<file path="config.mk">
export PLATFORM = sky130hd
export DESIGN_NAME = temp_text_formatter
export DESIGN_NICKNAME = d
export VERILOG_FILES = /design/src/rtl/temp_text_formatter.sv
export SDC_FILE = /design/constraint.sdc
export NUM_CORES = 1
export LEC_CHECK = 0
export BUFFER_PORTS_ARGS = -buffer_cell sky130_fd_sc_hd__clkbuf_2
export CAP_MARGIN = 20
export CORE_ASPECT_RATIO = 1.2
export CORE_UTILIZATION = 56
export CTS_CLUSTER_SIZE = 40
export DETAILED_ROUTE_END_ITERATION = 10
export PLACE_DENSITY = 0.79
export RECOVER_POWER = 50
export SYNTH_ARGS = -nofsm -noshare
export SYNTH_HDL_FRONTEND = slang
export SYNTH_SLANG_ARGS = --single-unit
</file>
<file path="constraint.sdc">
create_clock -name clk -period 2.74 [get_ports clk]
set_clock_uncertainty 0.2 [all_clocks]
set_input_delay 0 -clock clk [delete_from_list [all_inputs] [get_ports clk]]
set_output_delay 0 -clock clk [all_outputs]
set_load 0.01 [all_outputs]
</file>
<file path="src/rtl/temp_text_formatter.sv">
// Stability-filtered BCD temperature to 6-char ASCII field streamer.
// Optional min/max tracking via TEMP_MINMAX_EN.
module temp_text_formatter #(
  parameter int STABLE_CYCLES = 27000,
  parameter int CNT_W         = 15
) (
  input  logic        clk,
  input  logic        rst_n,
  input  logic [15:0] temperature,
  input  logic        refresh,
  output logic [7:0]  char_data,
  output logic [2:0]  char_pos,
  output logic        char_valid,
  input  logic        char_ready,
  output logic        frame_done,
  output logic        busy,
  output logic [15:0] min_temp,
  output logic [15:0] max_temp
);

  localparam logic [1:0] S_IDLE = 2'd0;
  localparam logic [1:0] S_EMIT = 2'd1;
  localparam logic [1:0] S_DONE = 2'd2;

  localparam logic [CNT_W-1:0] CNT_MAX = CNT_W'(STABLE_CYCLES - 1);
  localparam logic [CNT_W-1:0] CNT_PRE = CNT_W'(STABLE_CYCLES - 2);

  function automatic logic word_ok(input logic [15:0] w);
    word_ok = (w[15:12] < 4'd2) && (w[11:8] < 4'd10) &&
              (w[7:4] < 4'd10) && (w[3:0] < 4'd10);
  endfunction

  function automatic logic [7:0] glyph(input logic [15:0] w,
                                       input logic [2:0]  p);
    logic ok;
    ok = word_ok(w);
    glyph = 8'h20;
    case (p)
      3'd0: glyph = (ok && w[12]) ? 8'h2D : 8'h20;
      3'd1: glyph = !ok ? 8'h2D :
                    (w[11:8] == 4'd0) ? 8'h20 : {4'h3, w[11:8]};
      3'd2: glyph = ok ? {4'h3, w[7:4]} : 8'h2D;
      3'd3: glyph = 8'h2E;
      3'd4: glyph = ok ? {4'h3, w[3:0]} : 8'h2D;
      3'd5: glyph = 8'h43;
      default: glyph = 8'h20;
    endcase
  endfunction

  logic [15:0]      cand_q, cand_d;
  logic [15:0]      acc_q, acc_d;
  logic [15:0]      snap_q, snap_d;
  logic [CNT_W-1:0] cnt_q, cnt_d;
  logic             have_q, have_d;
  logic             pend_q, pend_d;
  logic [1:0]       state_q, state_d;
  logic [2:0]       pos_q, pos_d;
  logic             valid_q, valid_d;
  logic [7:0]       char_q, char_d;
  logic             same;
  logic             accept;
  logic             set_pend;

  // Stability filter, pending tracking, frame FSM and character mapping
  always_comb begin
    same     = (temperature == cand_q);
    cand_d   = temperature;
    cnt_d    = '0;
    if (same)
      cnt_d = (cnt_q == CNT_MAX) ? cnt_q : cnt_q + 1'b1;
    accept   = same && (cnt_q == CNT_PRE) &&
               (!have_q || (cand_q != acc_q));
    acc_d    = accept ? cand_q : acc_q;
    have_d   = have_q | accept;
    set_pend = accept | (refresh & have_q);
    pend_d   = pend_q | set_pend;
    state_d  = state_q;
    snap_d   = snap_q;
    pos_d    = pos_q;
    valid_d  = valid_q;
    unique case (1'b1)
      (state_q == S_IDLE): begin
        if (pend_q) begin
          snap_d  = acc_q;
          pend_d  = set_pend;
          pos_d   = 3'd0;
          valid_d = 1'b1;
          state_d = S_EMIT;
        end
      end
      (state_q == S_EMIT): begin
        if (valid_q && char_ready) begin
          if (pos_q == 3'd5) begin
            valid_d = 1'b0;
            state_d = S_DONE;
          end else begin
            pos_d = pos_q + 3'd1;
          end
        end
      end
      default: state_d = S_IDLE;
    endcase
    char_d = glyph(snap_d, pos_d);
  end

  // State registers
  always_ff @(posedge clk or negedge rst_n) begin
    if (!rst_n) begin
      cand_q  <= '0;
      acc_q   <= '0;
      snap_q  <= '0;
      cnt_q   <= '0;
      have_q  <= 1'b0;
      pend_q  <= 1'b0;
      state_q <= S_IDLE;
      pos_q   <= 3'd0;
      valid_q <= 1'b0;
      char_q  <= 8'h20;
    end else begin
      cand_q  <= cand_d;
      acc_q   <= acc_d;
      snap_q  <= snap_d;
      cnt_q   <= cnt_d;
      have_q  <= have_d;
      pend_q  <= pend_d;
      state_q <= state_d;
      pos_q   <= pos_d;
      valid_q <= valid_d;
      char_q  <= char_d;
    end
  end

  assign char_data  = char_q;
  assign char_pos   = pos_q;
  assign char_valid = valid_q;
  assign busy       = (state_q == S_EMIT);
  assign frame_done = (state_q == S_DONE);

`ifdef TEMP_MINMAX_EN
  function automatic logic signed [10:0] tval(input logic [15:0] w);
    logic [10:0] m;
    m = 11'(w[11:8]) * 11'd100 + 11'(w[7:4]) * 11'd10 + 11'(w[3:0]);
    tval = w[12] ? -$signed(m) : $signed(m);
  endfunction

  logic [15:0] min_q, min_d;
  logic [15:0] max_q, max_d;
  logic        mm_have_q, mm_have_d;

  // Fold each valid acceptance into the running extremes; ties keep old word
  always_comb begin
    min_d     = min_q;
    max_d     = max_q;
    mm_have_d = mm_have_q;
    if (accept && word_ok(cand_q)) begin
      mm_have_d = 1'b1;
      if (!mm_have_q) begin
        min_d = cand_q;
        max_d = cand_q;
      end else begin
        if (tval(cand_q) < tval(min_q))
          min_d = cand_q;
        if (tval(cand_q) > tval(max_q))
          max_d = cand_q;
      end
    end
  end

  // Min/max registers
  always_ff @(posedge clk or negedge rst_n) begin
    if (!rst_n) begin
      min_q     <= '0;
      max_q     <= '0;
      mm_have_q <= 1'b0;
    end else begin
      min_q     <= min_d;
      max_q     <= max_d;
      mm_have_q <= mm_have_d;
    end
  end

  assign min_temp = min_q;
  assign max_temp = max_q;
`else
  assign min_temp = '0;
  assign max_temp = '0;
`endif

endmodule

</file>
* After elaboration in Yosys (flattened, before gate mapping) *
Cells that the tools add are included.

storage, ports and cells
  word-level logic and storage cells = 75
  output and inout port bits = 46
  bits in registers = 79

operators by class
  equality and inequality tests = 16
  bitwise logic cells = 4
  reduce and logical (&&, ||, !) cells = 15
  add/sub/neg operators = 2
  order comparisons = 4
  multiplexer cells = 24

operators by type and width
  cell                                                  count
  case mux 7 bit (6 select lines)                       1
  2-to-1 mux 16 bit                                     2
  equality test 15 bit (second input constant)          2
  2-to-1 mux 15 bit                                     2
  2-to-1 mux 5 bit                                      4
  equality test 16 bit                                  1
  != test 16 bit                                        1
  adder 15 x 1 -> 15 bit (second input constant)        1
  < comparator 4 bit (second input constant)            3
  equality test 3 bit (second input constant)           3
  2-to-1 mux 3 bit                                      3
  logical AND 1 bit                                     7
  equality test 3 x 2 -> 1 bit (second input constant)  2
  2-to-1 mux 2 bit                                      3
  case mux 3 bit (2 select lines)                       1
  2-to-1 mux 1 bit                                      5
  logical NOT 4 bit                                     1
  < comparator 4 x 2 -> 1 bit (second input constant)   1
  2-to-1 mux 4 bit                                      1
  != test 2 x 1 -> 1 bit (second input constant)        2
  != test 2 bit (second input constant)                 2
  case mux 2 bit (2 select lines)                       1
  AND reduction 4 bit                                   1
  adder 3 x 1 -> 3 bit (second input constant)          1
  12 further kinds                                      14

* Longest topological paths before layout *
  depth after elaboration = 9
  mapped depth = 8
  depth with buffers taken out = 7

* Worst setup path before layout *
Ideal clock, no wire load.

  path kind = reg-to-reg
  from = register cnt_q[9]
  to = register acc_q[0]
  cell stages (with the launch flop) = 7
  path buffers = 1
  data required time = 2.415 ns
  period minus slack after synthesis = 2.364 ns
  data arrival time = 2.039 ns
  setup slack = 0.376 ns
  cell sequence = dfrtp_1 or3_4 nor4_4 nand2_2 a211oi_4 buf_8 mux2_4

between the ends
  cells in the longest elaborated chain, start to end = 3

RTL lines
  element                         RTL line  RTL
  start: declaration              53        logic [CNT_W-1:0] cnt_q, cnt_d;
  start signal: assignment        123       cnt_q <= cnt_d;
  equality test 15 bit            71        accept = same && (cnt_q == CNT_PRE) &&
  logical AND 1 bit (2 in a row)  71
  end signal: assignment          110       acc_q <= '0;
  end signal: assignment          121       acc_q <= acc_d;
  end: declaration                51        logic [15:0] acc_q, acc_d;

Every way passes these cells.
A chain may end at the register's enable or synchronous reset.

* Worst setup path after layout *
  from = register cand_q[4]
  to = register acc_q[4]

between the ends
  cells in the longest elaborated chain, start to end = 3
  elaborated cells on any way between the ends = 5
  those cells by class = eq/ne: 2; reduce/logical: 3

RTL lines
  element                                                 RTL line  RTL
  start: declaration                                      50        logic [15:0] cand_q, cand_d;
  start signal: assignment                                120       cand_q <= cand_d;
  equality test 16 bit or != test 16 bit (tied branches)  66, 72
  logical AND 1 bit or logical OR 1 bit (tied branches)   71, 72
  logical AND 1 bit                                       71

Parallel ways exist; a longest one is shown, timed or not.

==> flow_results.xml <==
<?xml version="1.0" encoding="UTF-8"?>
<metrics>
  <group name="final_layout">
    <metric name="finalNetCount" unit="">460</metric>
    <metric name="final_common_cell" unit="">sky130_fd_sc_hd__dfrtp_1</metric>
    <metric name="register_area" unit="um^2">1953</metric>
    <metric name="layout.core_utilization" unit="%">65.77</metric>
    <metric name="combined_area_of_the_multi_input_logic_cells" unit="um^2">1842</metric>
    <metric name="most-common-layout-cells" unit="">77 x sky130_fd_sc_hd__dfrtp_1, 52 x sky130_fd_sc_hd__nand2_1, 33 x sky130_fd_sc_hd__conb_1</metric>
    <metric name="layout-area-overhead-vs-synth" unit="%">12.66</metric>
    <metric name="antenna-diode-count" unit="">0</metric>
    <metric name="post_route_cells_drive_above_1_share" unit="%">13.61</metric>
    <metric name="fill_cells" unit="">546</metric>
  </group>
  <group name="worst_setup_path">
    <metric name="critical_path.slowest_cell" unit="">sky130_fd_sc_hd__nor4_1</metric>
    <metric name="timing.critical_path.fanout_max" unit="">18</metric>
    <metric name="critical_path.reg2reg.startpoint" unit="">cand_q[4]</metric>
    <metric name="worstReg2RegEnd" unit="">acc_q[4]</metric>
    <metric name="cp-start-kind" unit="">flip-flop</metric>
    <metric name="end_kind" unit="">flip-flop</metric>
    <metric name="worst_r2r_path_depth" unit="">6</metric>
    <metric name="delay_of_the_slowest_cell_on_the_worst_path" unit="ns">0.44</metric>
    <metric name="critical_path_arrival" unit="ns">2.49</metric>
    <metric name="worst-setup-path-type" unit="">reg2reg</metric>
    <metric name="cp_cell_sequence" unit="">xor2_1 -&gt; nor4_1 -&gt; nand4_2 -&gt; a211oi_4 -&gt; buf_4 -&gt; mux2_2</metric>
    <metric name="critPathLaunch" unit="">cand_q[4]</metric>
    <metric name="worst-endpoint-required" unit="ns">2.78</metric>
    <metric name="regToRegSetupSlack" unit="ns">0.29</metric>
  </group>
  <group name="global_route">
    <metric name="gr-usage-met3" unit="%">3.382</metric>
    <metric name="grt_pass1_vias" unit="">2738</metric>
    <metric name="met2_usage" unit="%">37.93</metric>
    <metric name="grt_pass1_wl" unit="um">12810</metric>
    <metric name="globalRoute.totalOverflow" unit="">0</metric>
    <metric name="global_route.usage.total" unit="%">22.47</metric>
    <metric name="gr-usage-met1" unit="%">28.81</metric>
    <metric name="global_route.peak_usage_layer" unit="">met2</metric>
    <metric name="maximum_number_of_pins_on_one_net_before_global_route_repair" unit="">79</metric>
    <metric name="number_of_antenna_violations_at_the_first_check_in_global_routing" unit="">0</metric>
  </group>
  <group name="sta">
    <metric name="rsz0062_at_grt" unit="">no</metric>
    <metric name="finalSetupViolCount" unit="">0</metric>
    <metric name="max_clock_freq" unit="MHz">408.0</metric>
    <metric name="final-hold-violation-count" unit="">0</metric>
    <metric name="setup_ws" unit="ns">0.2887</metric>
    <metric name="timing.final.crit_share" unit="%">89.46</metric>
    <metric name="final_period_minus_worst_setup_slack" unit="ns">2.451</metric>
    <metric name="worst-slew-pin-transition" unit="ns">1.872</metric>
    <metric name="report.final.slew_viol_count" unit="">79</metric>
    <metric name="timing.max_slew.rel_slack" unit="%">-24.82</metric>
    <metric name="timing.setup.tns" unit="ns">0</metric>
  </group>
  <group name="cts">
    <metric name="cts.path.max_buffers" unit="">2</metric>
    <metric name="cts_max_level" unit="">3</metric>
    <metric name="cts-buffers-inserted" unit="">9</metric>
    <metric name="clockRootBuffer" unit="">sky130_fd_sc_hd__clkbuf_8</metric>
    <metric name="cts_repair_resize_count" unit="">0</metric>
    <metric name="clkTransAtPathRegs" unit="ns">0.09</metric>
    <metric name="cts.sink_count" unit="">78</metric>
    <metric name="worst_skew_pair.late_latency" unit="ns">0.36</metric>
    <metric name="tritoncts" unit="">done</metric>
  </group>
  <group name="place">
    <metric name="detailed_place_hpwl" unit="um">5302</metric>
    <metric name="gp_congestion" unit="">0.8468</metric>
    <metric name="preCtsSetupSlack" unit="ns">0.2689</metric>
    <metric name="port-buffer-count" unit="">32</metric>
  </group>
  <group name="route">
    <metric name="detail_route.iter0.violations" unit="">195</metric>
    <metric name="avgRoutedWirePerCell" unit="um">14.58</metric>
    <metric name="routed_wl" unit="um">7699</metric>
    <metric name="drt.antenna.violating_nets" unit="">0</metric>
    <metric name="dr_vias" unit="">2854</metric>
    <metric name="viasPerCell" unit="">5.405</metric>
    <metric name="dr_pass1_iterations" unit="">4</metric>
    <metric name="drt_drc_violations_left" unit="">0</metric>
  </group>
  <group name="run">
    <metric name="maxCapViolations" unit="">1</metric>
  </group>
  <group name="yosys">
    <metric name="syn_inst" unit="">380</metric>
    <metric name="ys_async_sr_fraction" unit="%">100.0</metric>
    <metric name="synthesis.yosys.warnings" unit="">0</metric>
    <metric name="synth_largest_area_cell" unit="">sky130_fd_sc_hd__dfrtp_1</metric>
    <metric name="post-synth-top-area-fraction" unit="%">48.16</metric>
    <metric name="synth-seq-cells" unit="">78</metric>
    <metric name="ys_seq_area_share" unit="%">48.81</metric>
    <metric name="dominantRegCellSynth" unit="">sky130_fd_sc_hd__dfrtp_1</metric>
    <metric name="post_synth_instance_area" unit="um^2">4001</metric>
    <metric name="synthesis.area_per_instance" unit="um^2">10.53</metric>
    <metric name="number_of_unique_standard_cell_types_used_by_synthesis" unit="">57</metric>
    <metric name="synthTopCellsByArea" unit="">sky130_fd_sc_hd__dfrtp_1 48%, sky130_fd_sc_hd__buf_4 6.2%, sky130_fd_sc_hd__xor2_1 5.3%</metric>
    <metric name="synth-edff-count" unit="">0</metric>
  </group>
  <group name="floorplanning">
    <metric name="io-pin-count" unit="">66</metric>
    <metric name="die_w" unit="um">79.17</metric>
    <metric name="die_height" unit="um">94.60</metric>
    <metric name="floorplan.rows" unit="">33</metric>
    <metric name="total_die_area" unit="um^2">7489</metric>
    <metric name="design.core.area" unit="um^2">6854</metric>
    <metric name="floorplan.initialDensity" unit="%">58.38</metric>
  </group>
  <group name="min_path">
    <metric name="min_path_cells" unit="">2</metric>
    <metric name="hold_start" unit="">temperature[10]</metric>
    <metric name="holdCritPathClass" unit="">in2reg</metric>
    <metric name="hold-path-endpoint" unit="">cand_q[10]</metric>
  </group>
  <group name="pwr">
    <metric name="power_density" unit="nW/um^2">645.7</metric>
    <metric name="power_leakage" unit="uW">0.002026</metric>
    <metric name="ir_worst_vdd" unit="mV">0.4290</metric>
    <metric name="post-layout-total-power" unit="uW">2911</metric>
  </group>
  <group name="run_status">
    <metric name="violations" unit="">max-capacitance violations, max-slew violations</metric>
    <metric name="status" unit="">complete, but fails checks</metric>
  </group>
</metrics>
==> where the power goes <==
group	total (uW)	internal [uW]	switching [uW]
registers	1330	1240	90.1
logic	610	223	387
clock network	966	520	447
total	2910	1990	924
==> worst max-delay path, delay by kind of cell, from the launching register on <==
kind            cells  cell delay [ns]
mux                 1             0.38
buf+inv             1             0.31
compound gates      1             0.24
xor+xnor            1             0.15
simple gates        2             0.65
flops               1             0.42
==> cells by family (layout without fill, tap and decap cells) <==
group                    count (synthesis)  after routing  share of synthesized area, %
AO/OA/AOI/OAI                           50             50                         8.505
AND/OR/NAND/NOR                        134            134                         17.42
adder cells (fa/ha/maj)                  4              4                         1.251
XOR/XNOR                                41             41                         8.974
buffers and inverters                   51             80                         8.286
multiplexers                            21             21                         6.661
flip-flops                              78             78                         48.81
other                                    1             33                       0.09372
==> cell usage after synthesis (2+ instances only) <==
cell	instances
sky130_fd_sc_hd__dfrtp_1	77
sky130_fd_sc_hd__nand2_1	52
sky130_fd_sc_hd__buf_4	33
sky130_fd_sc_hd__xor2_1	24
sky130_fd_sc_hd__nor2_1	21
sky130_fd_sc_hd__o21ai_0	17
sky130_fd_sc_hd__xnor2_1	17
sky130_fd_sc_hd__mux2_2	13
sky130_fd_sc_hd__nor3_1	11
sky130_fd_sc_hd__mux2_4	8
sky130_fd_sc_hd__or3_1	8
sky130_fd_sc_hd__a21oi_1	7
sky130_fd_sc_hd__inv_1	7
sky130_fd_sc_hd__nand3_1	7
sky130_fd_sc_hd__nand4_1	6
sky130_fd_sc_hd__clkbuf_1	5
sky130_fd_sc_hd__nor4_1	5
sky130_fd_sc_hd__buf_2	4
sky130_fd_sc_hd__ha_1	4
sky130_fd_sc_hd__o211ai_1	3
sky130_fd_sc_hd__a211oi_1	2
sky130_fd_sc_hd__a21boi_0	2
sky130_fd_sc_hd__a22oi_1	2
sky130_fd_sc_hd__a32oi_1	2
sky130_fd_sc_hd__and2_1	2
sky130_fd_sc_hd__nand4b_1	2
sky130_fd_sc_hd__nor2b_1	2
sky130_fd_sc_hd__o2111ai_1	2
sky130_fd_sc_hd__o21bai_1	2
sky130_fd_sc_hd__o221ai_1	2
sky130_fd_sc_hd__o22ai_1	2
sky130_fd_sc_hd__or2_2	2
sky130_fd_sc_hd__or3b_1	2
sky130_fd_sc_hd__or4_1	2
==> sequential cells by signal, indices dropped and copies added (netlist names) <==
name        count
pend_q          1
snap_q         16
acc_q          16
char_pos        3
cand_q         16
char_data       7
char_valid      1
cnt_q          15
have_q          1
state_q         2
==> layer usage <==
layer  vias to the layer above  routed length (um)  part of all wire, %
met3                        16                 384                  5.0
met4                         0                 128                  1.7
li1                       1368                   -                    -
met1                      1366                3392                   44
met5                         -                   0                    0
met2                       104                3793                   49
==> area by class of cell <==
type,instances,share of cell area [%]
clock inverters,6,2.054
multi-input cells,283,40.85
flip-flops and latches,78,43.32
repair buffers,56,7.855
inverters,8,0.6661
well taps,87,2.415
clock buffers,10,2.831
==> how the worst max path moves through the flow <==
stage	to	slack [ns]	cells after the start
finish	acc_q[4]	0.29	6
global route	acc_q[4]	0.15	6
detailed placement	acc_q[4]	0.27	6
global placement	acc_q[2]	0.32	6
floorplan	acc_q[0]	0.38	6
CTS	acc_q[4]	0.28	6
==> per-stage QoR <==
stage          hold slack (ns)  area (um^2)  instances
4_1_cts                 0.1093         4544        528
3_3_place_gp          -0.06662         4134        493
5_1_grt                 0.1349         4508        528
3_5_place_dp          -0.06221         4134        493
6_report                0.1229         4508        528
2_1_floorplan          -0.4956         4121        412
==> what timing repair did <==
action / CTS / global route
endpoints found under the hold margin: 97 / 0
hold buffers: 19 / 0
setup buffers: 0 / 0
Power figures use the tool's default switching activity.
